--- src/rtl/gshare_bht_pkg.sv ---
// Shared types, default geometry and the saturating counter helper for the gshare predictor.
// Pure declarations: no latency, no flow control.
package gshare_bht_pkg;

  localparam int GS_IDX_BITS = 6;
  localparam int GS_CTR_BITS = 2;
  localparam int GS_GHR_BITS = 6;

  typedef logic [GS_IDX_BITS-1:0] gshare_index_t;
  typedef logic [GS_GHR_BITS-1:0] gshare_ghr_t;

  typedef enum logic {GS_INIT, GS_RUN} gshare_state_t;

  // Counters up to 4 bits are carried in a 4-bit container; callers narrow the result.
  function automatic logic [3:0] sat_update(input logic [3:0] ctr, input logic taken,
                                            input logic [3:0] ctr_max);
    logic [3:0] nxt;
    nxt = ctr;
    if (taken) begin
      if (ctr != ctr_max) nxt = ctr + 4'd1;
    end else begin
      if (ctr != 4'd0) nxt = ctr - 4'd1;
    end
    return nxt;
  endfunction

endpackage

--- src/rtl/gshare_bht_if.sv ---
// Fetch/resolve side bundle of the gshare predictor; master = pipeline, slave = predictor.
// Prediction path is combinational; ready low means predictions and writes are ignored.
interface gshare_bht_if import gshare_bht_pkg::*; #(
  parameter int GHR_BITS = GS_GHR_BITS
) ();

  logic [15:0]         read_pc;
  logic                read_valid;
  logic                prediction;
  logic [GHR_BITS-1:0] read_ghr;
  logic                ready;
  logic                write;
  logic [15:0]         write_pc;
  logic [GHR_BITS-1:0] write_ghr;
  logic                taken;
  logic                mispredict;

  modport master (
    output read_pc, read_valid, write, write_pc, write_ghr, taken, mispredict,
    input  prediction, read_ghr, ready
  );

  modport slave (
    input  read_pc, read_valid, write, write_pc, write_ghr, taken, mispredict,
    output prediction, read_ghr, ready
  );

endinterface

--- src/rtl/gshare_counter_array.sv ---
// Counter storage: two asynchronous read ports, one synchronous write port.
// Reads are zero-latency; a write lands at the clock edge, so a same-cycle read sees the old value.
module gshare_counter_array #(
  parameter int WIDTH      = 2,
  parameter int DEPTH_BITS = 6
) (
  input  logic                  clk,
  input  logic                  we_i,
  input  logic [DEPTH_BITS-1:0] waddr_i,
  input  logic [WIDTH-1:0]      wdata_i,
  input  logic [DEPTH_BITS-1:0] raddr_a_i,
  output logic [WIDTH-1:0]      rdata_a_o,
  input  logic [DEPTH_BITS-1:0] raddr_b_i,
  output logic [WIDTH-1:0]      rdata_b_o
);

  logic [WIDTH-1:0] mem [2**DEPTH_BITS];

  always_ff @(posedge clk) begin
    if (we_i) mem[waddr_i] <= wdata_i;
  end

  assign rdata_a_o = mem[raddr_a_i];
  assign rdata_b_o = mem[raddr_b_i];

endmodule

--- src/rtl/gshare_bht.sv ---
// Gshare branch predictor: PC xor global history indexes saturating counters; history shifts on use.
// Zero-cycle prediction; ready stays low for 2^IDX_BITS cycles after reset while the table is swept.
module gshare_bht import gshare_bht_pkg::*; #(
  parameter int IDX_BITS = GS_IDX_BITS,
  parameter int CTR_BITS = GS_CTR_BITS,
  parameter int GHR_BITS = GS_GHR_BITS
) (
  input  logic          clk,
  input  logic          reset_n,
  gshare_bht_if.slave   bus
);

  localparam logic [CTR_BITS-1:0] INIT_CTR = CTR_BITS'((1 << (CTR_BITS - 1)) - 1);
  localparam logic [3:0]          CTR_MAX  = 4'((1 << CTR_BITS) - 1);

  gshare_state_t         state_q;
  logic [IDX_BITS-1:0]   sweep_q;
  logic [GHR_BITS-1:0]   ghr_q, ghr_d;

  logic [IDX_BITS-1:0]   rd_idx, wr_idx, arr_waddr;
  logic [CTR_BITS-1:0]   rd_ctr, wr_ctr, arr_wdata;
  logic                  arr_we, ready, pred, wr_acc;

  assign ready  = (state_q == GS_RUN);
  assign rd_idx = bus.read_pc[IDX_BITS:1] ^ IDX_BITS'(ghr_q);
  assign wr_idx = bus.write_pc[IDX_BITS:1] ^ IDX_BITS'(bus.write_ghr);
  assign pred   = ready & rd_ctr[CTR_BITS-1];
  assign wr_acc = bus.write & ready;

  // The init sweep owns the single write port until the table is clean.
  assign arr_we    = !ready || wr_acc;
  assign arr_waddr = ready ? wr_idx : sweep_q;
  assign arr_wdata = ready ? CTR_BITS'(sat_update(4'(wr_ctr), bus.taken, CTR_MAX)) : INIT_CTR;

  gshare_counter_array #(
    .WIDTH      (CTR_BITS),
    .DEPTH_BITS (IDX_BITS)
  ) u_arr (
    .clk       (clk),
    .we_i      (arr_we),
    .waddr_i   (arr_waddr),
    .wdata_i   (arr_wdata),
    .raddr_a_i (rd_idx),
    .rdata_a_o (rd_ctr),
    .raddr_b_i (wr_idx),
    .rdata_b_o (wr_ctr)
  );

  // Recovery from the carried snapshot wins over the speculative shift.
  always_comb begin
    ghr_d = ghr_q;
    if (wr_acc && bus.mispredict) begin
      ghr_d = GHR_BITS'({bus.write_ghr, bus.taken});
    end else if (bus.read_valid && ready) begin
      ghr_d = GHR_BITS'({ghr_q, pred});
    end
  end

  always_ff @(posedge clk) begin
    if (!reset_n) begin
      state_q <= GS_INIT;
      sweep_q <= '0;
      ghr_q   <= '0;
    end else begin
      case (state_q)
        GS_INIT: begin
          sweep_q <= sweep_q + IDX_BITS'(1);
          if (sweep_q == '1) state_q <= GS_RUN;
        end
        default: state_q <= GS_RUN;
      endcase
      ghr_q <= ghr_d;
    end
  end

  assign bus.prediction = pred;
  assign bus.read_ghr   = ghr_q;
  assign bus.ready      = ready;

  logic unused_pc_bits;
  assign unused_pc_bits = ^{bus.read_pc[15:IDX_BITS+1], bus.read_pc[0],
                            bus.write_pc[15:IDX_BITS+1], bus.write_pc[0]};

endmodule

--- src/flat_wrapper.sv ---
// flat-port wrapper written by rule: the top's interface ports become plain ports
module gshare_bht_flat import gshare_bht_pkg::*;
#(
  parameter int IDX_BITS = GS_IDX_BITS,
  parameter int CTR_BITS = GS_CTR_BITS,
  parameter int GHR_BITS = GS_GHR_BITS
)
  (clk, reset_n, bus_read_pc, bus_read_valid, bus_write, bus_write_pc, bus_write_ghr, bus_taken, bus_mispredict, bus_prediction, bus_read_ghr, bus_ready);
  gshare_bht_if #(.GHR_BITS(GHR_BITS)) bus_i ();
  input  logic clk;
  input  logic reset_n;
  input wire logic [$bits(bus_i.read_pc)-1:0] bus_read_pc;
  input wire logic [$bits(bus_i.read_valid)-1:0] bus_read_valid;
  input wire logic [$bits(bus_i.write)-1:0] bus_write;
  input wire logic [$bits(bus_i.write_pc)-1:0] bus_write_pc;
  input wire logic [$bits(bus_i.write_ghr)-1:0] bus_write_ghr;
  input wire logic [$bits(bus_i.taken)-1:0] bus_taken;
  input wire logic [$bits(bus_i.mispredict)-1:0] bus_mispredict;
  output wire logic [$bits(bus_i.prediction)-1:0] bus_prediction;
  output wire logic [$bits(bus_i.read_ghr)-1:0] bus_read_ghr;
  output wire logic [$bits(bus_i.ready)-1:0] bus_ready;
  assign bus_i.read_pc = bus_read_pc;
  assign bus_i.read_valid = bus_read_valid;
  assign bus_i.write = bus_write;
  assign bus_i.write_pc = bus_write_pc;
  assign bus_i.write_ghr = bus_write_ghr;
  assign bus_i.taken = bus_taken;
  assign bus_i.mispredict = bus_mispredict;
  assign bus_prediction = bus_i.prediction;
  assign bus_read_ghr = bus_i.read_ghr;
  assign bus_ready = bus_i.ready;
  gshare_bht #(.IDX_BITS(IDX_BITS), .CTR_BITS(CTR_BITS), .GHR_BITS(GHR_BITS)) u_core (.clk(clk), .reset_n(reset_n), .bus(bus_i));
endmodule
--- config.mk ---
export PLATFORM = sky130hd
export DESIGN_NAME = gshare_bht_flat
export DESIGN_NICKNAME = d
export VERILOG_FILES = /design/src/rtl/gshare_bht_pkg.sv /design/src/rtl/gshare_bht_if.sv /design/src/rtl/gshare_counter_array.sv /design/src/rtl/gshare_bht.sv /design/src/flat_wrapper.sv
export SDC_FILE = /design/constraint.sdc
export NUM_CORES = 1
export LEC_CHECK = 0
export BUFFER_PORTS_ARGS = -buffer_cell sky130_fd_sc_hd__buf_2
export CORE_UTILIZATION = 45
export DETAILED_ROUTE_END_ITERATION = 10
export PLACE_DENSITY = 0.72
export SLEW_MARGIN = 20
export SYNTH_ARGS = -nofsm -noshare
export SYNTH_HDL_FRONTEND = slang
export SYNTH_SLANG_ARGS = --single-unit
--- constraint.sdc ---
create_clock -name clk -period 6.3 [get_ports clk]
set_input_delay 0.315 -clock clk [delete_from_list [all_inputs] [get_ports clk]]
set_output_delay 0.315 -clock clk [all_outputs]
set_load 0.1 [all_outputs]
==> metrics.cfg <==
[status]
run_status=complete, but fails checks
failed_checks=DRC

[run]
maxCapViolations=0

[drt]
dr_wl_met2_um=8110
route.antenna.remaining_nets=0
drt_first_pass_iters=10
num_vias=4748
wirelength_um=17000
detail_route.wirelength.met1_um=6690
route.detailed.vias_per_inst=6.34
wl_met3_um=1680
drt_iter0_markers=465
highest_layer=met4
wl_per_cell_um=22.7
residual_drc_count=7

[synthesis]
synth_enable_flop_cells=128
synth.avg_cell_area_sq_um=13.4
post_synthesis_cell_type_with_the_largest_combined_area=edfxtp_1
syn_inst=511
synth.area.top_cells=edfxtp_1 56%, mux4_2 7.2%, mux4_1 5.4%, nor2_1 4.4%, nand2_1 3.8%
synth_ff_type=edfxtp_1
synth_async_sr_flop_share=0
synth_nets=556
netlist_area_sq_mm=0.00687
synth.ff_latch_count=141
yosys_warnings=0
ys_seq_area_frac=0.598
netlist.area_leader.share=0.560
post_synth_num_cell_types=59

[worst_setup_path]
timing.setup.critical_path_class=in2reg
critical_path.max_fanout=44
cp_data_required_time_ns=6.43
setup.worst_path.end_class=register
startpoint_type=input pin
timing.critical_path.arrival_ns=3.79

[power_and_ir_drop]
power.net_switching_w=0.000505
worst_case_vdd_ir_drop_v=0.000203
sw_frac_of_total=0.228
share_of_total_power_in_the_clock_network=0.443
power.density_cell_area_mw_per_mm2=283
cellLeakagePower_nw=2.75
intPower_w=0.00171
p_seq_frac=0.459
pwr-share-comb=0.097

[clock_network]
clock_sinks=141
tritoncts.num_buffers=17
worst_skew_pair.late_latency_ns=0.43
post_cts_resize_count=0
ctsRootBufferMaster=clkbuf_16
clockBufferDepth=2
cts_htree_levels=4
clkSlewWorstSetupHoldPaths_ns=0.06
holdBufCountCts=0
post_cts.repair.setup_buffers=0
tritoncts=done

[timing]
hold_viol_final=0
layout_min_cycle_time_ns=3.66
fin_crit_sh=0.581
final.setup_skew_ns=0.00676
tightestPinTransition_ns=0.873
rsz0062_at_grt=false
maxSlewViolCount=0
final-setup-viol-count=0
fin_tns_setup_ns=0
achievable-frequency_ghz=0.273
worst_slew_margin_rel=0.416

[global_routing]
antenna_violations_before_repair=1
grt_start_max_net_pins=65
grt_pass1_vias=4712
globalRoute.totalOverflow=0
first_pass_grt_wire_length_um=26100
total_grt_usage=0.228

[layout]
antenna_cells=0
layout_commonest_cell=edfxtp_1
multiInputGateArea_sq_mm=0.00265
fin_util=0.532
register_area_sq_mm=0.00410
layout_common_cells=128 x edfxtp_1, 81 x nor2_1, 70 x nand2_1
instances_no_fill=749
area_growth_from_synthesis_to_layout_pct=13.8
layout-drive-gt1-share=0.175
layout_nets=597
fillerInstances=1188
final_cell_area_sq_mm=0.00781

[placed_design]
dp_hpwl_um=11200
place.detailed.instances=717
post_dp_cell_area_sq_mm=0.00724
placement.io_buffers=31
routabilityCongestion=0.848

[floorplanning]
die-height_um=126
ios=52
dieArea_sq_mm=0.0158
rows=44
start_util=0.467
core_area_sq_mm=0.0147
die_x_um=126

[hold_path]
hold_path_class=in2reg

-- area by class of cell --
type,instances,share of cell area
multi-input combinational,347,0.339
tap,184,0.0295
timing repair buffer,42,0.0304
inverter,3,0.00144
clock inverter,14,0.0191
sequential,141,0.525
clock buffer,18,0.0549
-- metrics by stage --
stage / hold WS (ns) / setup slack (ns) / power, W
floorplan: 0.448 / 2.14 / 0.00118
CTS: 0.150 / 2.65 / 0.00222
finish: 0.167 / 2.64 / 0.00221
detailed placement: 0.519 / 2.20 / 0.00124
global placement: 0.493 / 2.32 / 0.00124
global route: 0.163 / 2.45 / 0.00227
-- synth_stat cells (all sizes together), types with 2 or more instances --
| cell | count |
|---|---|
| mux4 | 36 |
| xnor2 | 9 |
| and3 | 4 |
| edfxtp | 128 |
| o21a | 3 |
| nor2b | 3 |
| o211ai | 2 |
| o211a | 5 |
| o21ai | 5 |
| xor2 | 13 |
| a21oi | 6 |
| nor3b | 2 |
| nor2 | 81 |
| buf | 10 |
| o31a | 2 |
| a31oi | 7 |
| o22ai | 2 |
| and2 | 6 |
| nand2 | 70 |
| a22o | 2 |
| inv | 3 |
| a32oi | 3 |
| nand4 | 2 |
| a32o | 3 |
| dfxtp | 13 |
| nand3 | 34 |
| nor3 | 4 |
| mux2i | 18 |
| clkbuf | 10 |
| a22oi | 5 |
-- final timing paths --
kind | start | cells past startpoint | slack, ns | endpoint
max | bus_write_ghr[0] | 10 | 2.64 | u_core.u_arr.mem[1][0]$_DFFE_PP_
min | bus_write_ghr[4] | 2 | 0.17 | u_core.bus.read_ghr[5]$_SDFFE_PN0P_
max reg2reg | u_core.u_arr.mem[25][1]$_DFFE_PP_ | 7 | 3.13 | u_core.u_arr.mem[1][0]$_DFFE_PP_
min reg2reg | u_core.sweep_q[0]$_SDFFE_PN0N_ | 2 | 0.53 | u_core.sweep_q[0]$_SDFFE_PN0N_
-- power groups by stage --
stage / registers [W] / logic, W / clock network [W]
floorplan: 0.00103 / 0.000149 / 0
global placement: 0.00103 / 0.000206 / 0
detailed placement: 0.00104 / 0.000209 / 0
CTS: 0.00102 / 0.000211 / 0.000995
global route: 0.00102 / 0.000228 / 0.00103
finish: 0.00102 / 0.000215 / 0.000981
-- state kept, by name (all words and copies together), names as in the netlist --
signal	count
u_core.u_arr.mem	128
u_core.bus.read_ghr	6
u_core.sweep_q	6
u_core.bus.ready	1
-- logic make-up (layout without fill, tap and decap cells) --
| group | Yosys count | count (layout) | share of synthesized area |
|---|---|---|---|
| simple gates | 212 | 212 | 0.133 |
| mux | 54 | 54 | 0.152 |
| buf+inv | 23 | 77 | 0.0199 |
| xor+xnor | 22 | 22 | 0.0308 |
| compound gates | 58 | 58 | 0.0647 |
| fa+ha+maj | 1 | 1 | 0.00182 |
| flops | 141 | 141 | 0.598 |
-- worst max-delay path, stage by stage --
cell      delay [ns]
buf_2           0.17
xor2_4          0.14
buf_4           0.55
mux4_1          0.64
nor2_1          0.13
a311oi_1        0.09
nor4_1          0.43
mux2i_1         0.14
a2111o_1        0.76
buf_4           0.40
-- per-layer routing --
layer / global-route usage / vias to the layer above
met3: 0.0591 / 49
met2: 0.367 / 315
met1: 0.283 / 2332
li1: - / 2052
met5: 0 / -
met4: 0.122 / 0
Note: power is estimated with default switching activity, not from simulation.
